--- src/rtl/mlp_layer_scheduler_if.sv ---
// Control bus between the MLP layer scheduler (master) and the neuron
// datapath / host side (slave).
interface mlp_layer_scheduler_if #(
  parameter int M = 2,
  parameter int N = 2
);
  localparam int LW = (M > 2) ? $clog2(M - 1) : 1;
  localparam int NW = $clog2(N);

  logic          start;
  logic          abort;
  logic          neu_done;
  logic          load_x;
  logic          read_en;
  logic          neu_start;
  logic          write_en;
  logic          swap;
  logic [LW-1:0] layer_addr;
  logic [NW-1:0] neuron_addr;
  logic          busy;
  logic          done;
  logic          error;

  modport master (
    input  start, abort, neu_done,
    output load_x, read_en, neu_start, write_en, swap,
           layer_addr, neuron_addr, busy, done, error
  );

  modport slave (
    output start, abort, neu_done,
    input  load_x, read_en, neu_start, write_en, swap,
           layer_addr, neuron_addr, busy, done, error
  );
endinterface

--- src/rtl/mlp_layer_scheduler.sv ---
// Sequences one full MLP forward pass: per layer, per neuron it reads weights,
// launches the neuron datapath, waits (with watchdog) and writes the result.
module mlp_layer_scheduler #(
  parameter int M   = 2,
  parameter int N   = 2,
  parameter int TMO = 64
) (
  input  logic                  clk,
  input  logic                  rst,
  mlp_layer_scheduler_if.master bus
);
  localparam int LW = (M > 2) ? $clog2(M - 1) : 1;
  localparam int NW = $clog2(N);
  localparam int WW = (TMO > 1) ? $clog2(TMO) : 1;

  typedef enum logic [2:0] {IDLE, LOAD, READ, LAUNCH, WAIT, WRITE, NEXT, FIN} state_t;

  state_t        state_reg, state_next;
  logic [LW-1:0] layer_reg;
  logic [NW-1:0] neuron_reg;
  logic [WW-1:0] wd_reg;
  logic          load_x_reg, read_en_reg, neu_start_reg, write_en_reg;
  logic          swap_reg, busy_reg, done_reg, error_reg;
  logic          timeout, last_neuron, last_layer, accept;

  assign last_neuron = (neuron_reg == NW'(N - 1));
  assign last_layer  = (layer_reg == LW'(M - 2));
  assign accept      = (state_reg == IDLE) && bus.start;

  always_comb begin
    state_next = state_reg;
    timeout    = 1'b0;
    case (state_reg)
      IDLE:    if (bus.start) state_next = LOAD;
      LOAD:    state_next = READ;
      READ:    state_next = LAUNCH;
      LAUNCH:  state_next = WAIT;
      WAIT: begin
        // A result arriving on the final watchdog cycle still counts.
        if (bus.neu_done) begin
          state_next = WRITE;
        end else if (wd_reg == WW'(TMO - 1)) begin
          state_next = IDLE;
          timeout    = 1'b1;
        end
      end
      WRITE:   state_next = NEXT;
      NEXT:    state_next = (last_neuron && last_layer) ? FIN : READ;
      FIN:     state_next = IDLE;
      default: state_next = IDLE;
    endcase
    if (bus.abort && (state_reg != IDLE)) begin
      state_next = IDLE;
      timeout    = 1'b0;
    end
  end

  // Pulses are registered from the next state so each is a clean flop output.
  always_ff @(posedge clk or posedge rst) begin
    if (rst) begin
      state_reg     <= IDLE;
      layer_reg     <= '0;
      neuron_reg    <= '0;
      wd_reg        <= '0;
      load_x_reg    <= 1'b0;
      read_en_reg   <= 1'b0;
      neu_start_reg <= 1'b0;
      write_en_reg  <= 1'b0;
      swap_reg      <= 1'b0;
      busy_reg      <= 1'b0;
      done_reg      <= 1'b0;
      error_reg     <= 1'b0;
    end else begin
      state_reg     <= state_next;
      load_x_reg    <= (state_next == LOAD);
      read_en_reg   <= (state_next == READ);
      neu_start_reg <= (state_next == LAUNCH);
      write_en_reg  <= (state_next == WRITE);
      done_reg      <= (state_next == FIN);
      busy_reg      <= (state_next != IDLE);
      swap_reg      <= (state_next == NEXT) && last_neuron && !last_layer;

      if (accept) begin
        layer_reg  <= '0;
        neuron_reg <= '0;
      end else if ((state_reg == NEXT) && (state_next == READ)) begin
        if (last_neuron) begin
          neuron_reg <= '0;
          layer_reg  <= layer_reg + LW'(1);
        end else begin
          neuron_reg <= neuron_reg + NW'(1);
        end
      end

      if (state_reg == LAUNCH) begin
        wd_reg <= '0;
      end else if ((state_reg == WAIT) && (wd_reg != WW'(TMO - 1))) begin
        wd_reg <= wd_reg + WW'(1);
      end

      if (accept) begin
        error_reg <= 1'b0;
      end else if (timeout) begin
        error_reg <= 1'b1;
      end
    end
  end

  assign bus.load_x      = load_x_reg;
  assign bus.read_en     = read_en_reg;
  assign bus.neu_start   = neu_start_reg;
  assign bus.write_en    = write_en_reg;
  assign bus.swap        = swap_reg;
  assign bus.busy        = busy_reg;
  assign bus.done        = done_reg;
  assign bus.error       = error_reg;
  assign bus.layer_addr  = layer_reg;
  assign bus.neuron_addr = neuron_reg;
endmodule
--- src/flat_wrapper.sv ---
// flat-port wrapper written by rule: the top's interface ports become plain ports
module mlp_layer_scheduler_flat 
#(
  parameter int M   = 2,
  parameter int N   = 2,
  parameter int TMO = 64
)
  (clk, rst, bus_start, bus_abort, bus_neu_done, bus_load_x, bus_read_en, bus_neu_start, bus_write_en, bus_swap, bus_layer_addr, bus_neuron_addr, bus_busy, bus_done, bus_error);
  mlp_layer_scheduler_if #(.M(M), .N(N)) bus_i ();
  input  logic clk;
  input  logic rst;
  input wire logic [$bits(bus_i.start)-1:0] bus_start;
  input wire logic [$bits(bus_i.abort)-1:0] bus_abort;
  input wire logic [$bits(bus_i.neu_done)-1:0] bus_neu_done;
  output wire logic [$bits(bus_i.load_x)-1:0] bus_load_x;
  output wire logic [$bits(bus_i.read_en)-1:0] bus_read_en;
  output wire logic [$bits(bus_i.neu_start)-1:0] bus_neu_start;
  output wire logic [$bits(bus_i.write_en)-1:0] bus_write_en;
  output wire logic [$bits(bus_i.swap)-1:0] bus_swap;
  output wire logic [$bits(bus_i.layer_addr)-1:0] bus_layer_addr;
  output wire logic [$bits(bus_i.neuron_addr)-1:0] bus_neuron_addr;
  output wire logic [$bits(bus_i.busy)-1:0] bus_busy;
  output wire logic [$bits(bus_i.done)-1:0] bus_done;
  output wire logic [$bits(bus_i.error)-1:0] bus_error;
  assign bus_i.start = bus_start;
  assign bus_i.abort = bus_abort;
  assign bus_i.neu_done = bus_neu_done;
  assign bus_load_x = bus_i.load_x;
  assign bus_read_en = bus_i.read_en;
  assign bus_neu_start = bus_i.neu_start;
  assign bus_write_en = bus_i.write_en;
  assign bus_swap = bus_i.swap;
  assign bus_layer_addr = bus_i.layer_addr;
  assign bus_neuron_addr = bus_i.neuron_addr;
  assign bus_busy = bus_i.busy;
  assign bus_done = bus_i.done;
  assign bus_error = bus_i.error;
  mlp_layer_scheduler #(.M(M), .N(N), .TMO(TMO)) u_core (.clk(clk), .rst(rst), .bus(bus_i));
endmodule
--- config.mk ---
export PLATFORM = sky130hd
export DESIGN_NAME = mlp_layer_scheduler_flat
export DESIGN_NICKNAME = d
export VERILOG_FILES = /design/src/rtl/mlp_layer_scheduler_if.sv /design/src/rtl/mlp_layer_scheduler.sv /design/src/flat_wrapper.sv
export SDC_FILE = /design/constraint.sdc
export NUM_CORES = 1
export LEC_CHECK = 0
export CAP_MARGIN = 40
export CORE_ASPECT_RATIO = 1.2
export CORE_UTILIZATION = 51
export DETAILED_ROUTE_END_ITERATION = 10
export HOLD_SLACK_MARGIN = 0.06
export PLACE_DENSITY_LB_ADDON = 0.3
export SLEW_MARGIN = 20
export SYNTH_ARGS = -nofsm -noshare
export SYNTH_HDL_FRONTEND = slang
export SYNTH_SLANG_ARGS = --single-unit
--- constraint.sdc ---
create_clock -name clk -period 2.38 [get_ports clk]
set_clock_uncertainty 0.05 [all_clocks]
set_input_delay 0.476 -clock clk [delete_from_list [all_inputs] [get_ports clk]]
set_output_delay 0.476 -clock clk [all_outputs]
set_load 0.02 [all_outputs]
### Word-level counts from Yosys, hierarchy flattened

Index checks and enable logic that the tools add are counted.
Widths: inputs -> output; s select.

* register bits after elaboration: 19
* logic and storage cells: 66
* output and inout port bits: 10
* input port bits: 5

* mux-type cells: 20
* equality and inequality tests: 15
* add/subtract/negate cells: 3
* bitwise logic cells: 1
* reduce and logical (&&, ||, !) cells: 15

Operators by type and width (count)
* $pmux 3 s8: 1
* $eq 3x3->1 const B: 7
* $mux 3: 5
* $eq 3x2->1 const B: 4
* $mux 1: 12
* $mux 6: 2
* $reduce_bool 2->1: 4
* $logic_and 1x1->1: 7
* $add 6x1->6 const B: 1
* $eq 3x1->1 const B: 2
* $eq 6x6->1 const B: 1
* $ne 6x6->1 const B: 1
* $reduce_bool 3->1: 2
* $logic_not 3->1: 1
* $add 1x1->1 const B: 2
* $reduce_and 2->1: 1
* $not 1->1: 1

### Depth between registers and ports, before layout

* depth after elaboration: 9
* gate-level depth with buffers: 8
* depth with buffers taken out: 8

### Worst setup path before layout

Ideal clock, no wire load.

* path type: register to register
* from: reg u_core.state_reg[0]
* to: reg u_core.layer_reg, in the netlist u_core.bus.layer_addr
* library setup time: 0.126 ns
* data arrival time: 1.861 ns
* period minus slack after synthesis: 2.037 ns
* cell stages (with the launch flop): 9
* setup slack: 0.343 ns
* data required time: 2.204 ns
* buffers on the path: 0
* path through: dfrtp_1 > inv_1 > ha_1 > a2111oi_4 > a211o_1 > a31oi_1 > or2_4 > inv_2 > o311a_1

* elaborated cells between the ends (all ways): 22
* those cells by class: eq/ne: 8; mux: 6; reduce/logical: 8

RTL lines
* start: declaration: line mlp_layer_scheduler.sv:18 `state_t state_reg, state_next;`
* start signal: assignment: line mlp_layer_scheduler.sv:74 `state_reg <= state_next;`
* $eq 3x3->1, or another cell as far along: line mlp_layer_scheduler.sv:33 `case (state_reg)`
* $pmux 3 s8 or $logic_and 1x1->1 (tied branches): line mlp_layer_scheduler.sv:33, mlp_layer_scheduler.sv:52
* $mux 3 (*): line mlp_layer_scheduler.sv:52 `if (bus.abort && (state_reg != IDLE)) begin`
* named net u_core.state_next[2]: line mlp_layer_scheduler.sv:18
* $eq 3x2->1 (*): line mlp_layer_scheduler.sv:86 `end else if ((state_reg == NEXT) && (state_next == READ)) begin`
* $logic_and 1x1->1 (*): line mlp_layer_scheduler.sv:86
* $reduce_bool 2->1 (no source line) (*)
* $reduce_and 2->1 (no source line) (*)
* end signal: assignment: line mlp_layer_scheduler.sv:89 `layer_reg <= layer_reg + LW'(1);`
* end: declaration: line mlp_layer_scheduler.sv:19 `logic [LW-1:0] layer_reg;`

The timed path passes the listed nets; every way through them passes the cells marked *.
A chain may end at the register's enable or synchronous reset.

### Worst setup path in the final report

Ends and elaborated chain as after synthesis.

==> flow_summary_export.csv <==
group,metric,value,unit
final_layout,syn_to_final_growth,22.2,%
run_status,status,"complete, no violations",
clocking,clk-insertion-delay-late,320,ps
grt,grt_overflow,0,
critical_path,worst-setup-path-type,"register to register",
clocking,htreeDepth,1,
timing,setup_viol,0,
logic_synthesis,synth_cells,92,
logic_synthesis,avgSynthCellArea,10.5,um2
logic_synthesis,yosys-top-cells-count,"dfrtp_1, nor2_1, inv_1, nand2_1, nor3_1",
power,cellPowerDensity,1070,nW/um2
timing,tightest_slew,708,ps
clocking,hold_buffers,0,
critical_path,crit_fanout,5,
final_layout,finalCoreUtilization,0.693,
clocking,cts_made_buffers,3,
routing,drc,0,
clocking,clkTransAtPathRegs,110,ps
floorplan,die-area,2070,um2
clocking,clock-sinks,19,
clocking,clock_path_buffers,2,
floorplan,io_pins,15,
routing,vias,765,
clocking,root_buffer,"clkbuf_4",
critical_path,required,2520,ps
logic_synthesis,synth.most_common_cell,"dfrtp_1",
routing,drt-total-wl,1.99,mm
logic_synthesis,synth_top_area_frac,0.493,
final_layout,n_antenna_cell,0,
logic_synthesis,synth_edf_count,0,
timing,slew_viol_final,0,
floorplan,start_util,0.567,
routing,wl_met3,89,um
grt,antenna_found_initial,0,
logic_synthesis,synthArstFlopShare,1.00,
grt,grt_first_pass_wirelength,3.37,mm
logic_synthesis,syn_nets,102,
logic_synthesis,synth_area_leaders,"dfrtp_1, ha_1, nor2_1",
placement,place.gp.congestion,0.995,
timing,finalSetupTns,0,ps
floorplan,die_x,41.7,um
critical_path,cp-start-kind,"register",
routing,met2_wirelength,1.05,mm
logic_synthesis,synth-seq-cells,19,
timing,period_needed,2220,ps
final_layout,largest_reg_flops,6,
logic_synthesis,ys_warn_count,0,
timing,hold_viol,0,
critical_path,arrival,2370,ps
clocking,cts_tree,"done",
routing,firstDrtPassIters,4,
timing,max_freq,450,MHz
routing,topRoutingLayerUsed,"met4",
logic_synthesis,seq_area_frac_synth,0.493,
placement,post-dp-hpwl,1.48,mm
routing,wl_per_cell,15.4,um
logic_synthesis,netlist_area,965,um2
final_layout,drive_gt1_frac,0.117,
floorplan,die_h,49.6,um
logic_synthesis,ys_types,32,
timing,relSlewSlack,0.527,
timing,final.period_utilization,0.933,
routing,drt-met1-wl,827,um
logic_synthesis,synthFlopType,"dfrtp_1",
placement,portBuffers,14,
timing,rsz0062_at_grt,"no",
min_path,hold_path.class,"register to register",
job,cap_viol_max_count,0,
power,p_leak,0.000540,uW
routing,drt_iter0_drc,13,
floorplan,rows,16,
critical_path,cp-end-kind,"register",
grt,grtUsageTotal,0.213,
logic_synthesis,yosys.area.top_type,"dfrtp_1",
routing,route.antenna.remaining_nets,0,
routing,routed_via_density,5.93,
grt,grt_pass1_vias,725,
floorplan,core,1700,um2
grt,grt_start_max_net_pins,20,
power,ir_drop,0.000743,V
final_layout,nets,122,
-- worst max-delay path: stages, from the launching register on --
cell and delay (ps):
dfrtp_2 460, inv_1 100, ha_1 270, a2111oi_4 130
a211o_1 280, a31oi_1 230, or2_4 190, inv_2 60
o311a_1 340
-- placed cells by master, fill, tap and decap left out, drive strengths merged, types with 3 or more instances in the layout --
master          n
clkbuf          3
clkdlybuf4s50  14
dfrtp          19
ha              5
inv             7
mux2i           3
nand2           6
nand3           4
nor2            9
nor2b           3
nor3            6
xnor2           3
-- power by group --
part           switching [uW]  leakage, uW  total (uW)  internal (uW)
Sequential               65.7     0.000254         471            405
Combinational             339     0.000272         617            277
Clock                     113    0.0000139         177           64.2
Total                     518     0.000540        1260            747
-- final timing paths --
kind                                          startpoint                                 to  slack, ps  depth (start not counted)
max                        u_core.state_reg[0]$_DFF_PP0_  u_core.bus.layer_addr$_DFFE_PP0P_        160                          8
min                         u_core.bus.error$_DFFE_PP0P_       u_core.bus.error$_DFFE_PP0P_        450                          1
max reg2reg                u_core.state_reg[0]$_DFF_PP0_  u_core.bus.layer_addr$_DFFE_PP0P_        160                          8
min reg2reg                 u_core.bus.error$_DFFE_PP0P_       u_core.bus.error$_DFFE_PP0P_        450                          1
max in group asynchronous                            rst      u_core.state_reg[0]$_DFF_PP0_       1260                          2
min in group asynchronous                            rst       u_core.wd_reg[0]$_DFFE_PP0P_        500                          2
-- cell type report --
type	count	area [um2]
clock buffer	3	22.5
clock inverter	1	7.51
fill	124	523
inverter	7	26.3
multi-input combinational	65	468
sequential	19	477
tap	18	22.5
timing repair buffer	16	155
-- per-layer routing --
metal	GRT usage	vias to the layer above
li1	-	359
met4	0.0645	0
met5	0	-
met3	0.0366	4
met1	0.260	378
met2	0.378	24
-- metrics by stage --
stage	power (uW)	setup slack [ps]	cell area [um2]	cells	hold slack [ps]
floorplan	873	343	965	92	377
global placement	1040	142	1130	124	425
detailed placement	1060	144	1130	124	433
CTS	1230	125	1160	128	459
global route	1340	26.4	1180	129	507
finish	1260	159	1180	129	452
-- what timing repair did --
item                       in CTS  in global routing
setup buffers                   0                  1
setup endpoints to repair       0                  3
resized for setup               0                  3
-- kinds of logic (layout without fill, tap and decap cells) --
kind of cell / after synthesis / in the layout / share of synthesized area
simple gates: 38 / 38 / 0.201
flops: 19 / 19 / 0.493
compound gates: 13 / 13 / 0.122
buf+inv: 8 / 27 / 0.0311
fa+ha+maj: 5 / 5 / 0.0649
xor+xnor: 5 / 5 / 0.0454
mux: 4 / 4 / 0.0428
Note: power is estimated with default switching activity, not from simulation.
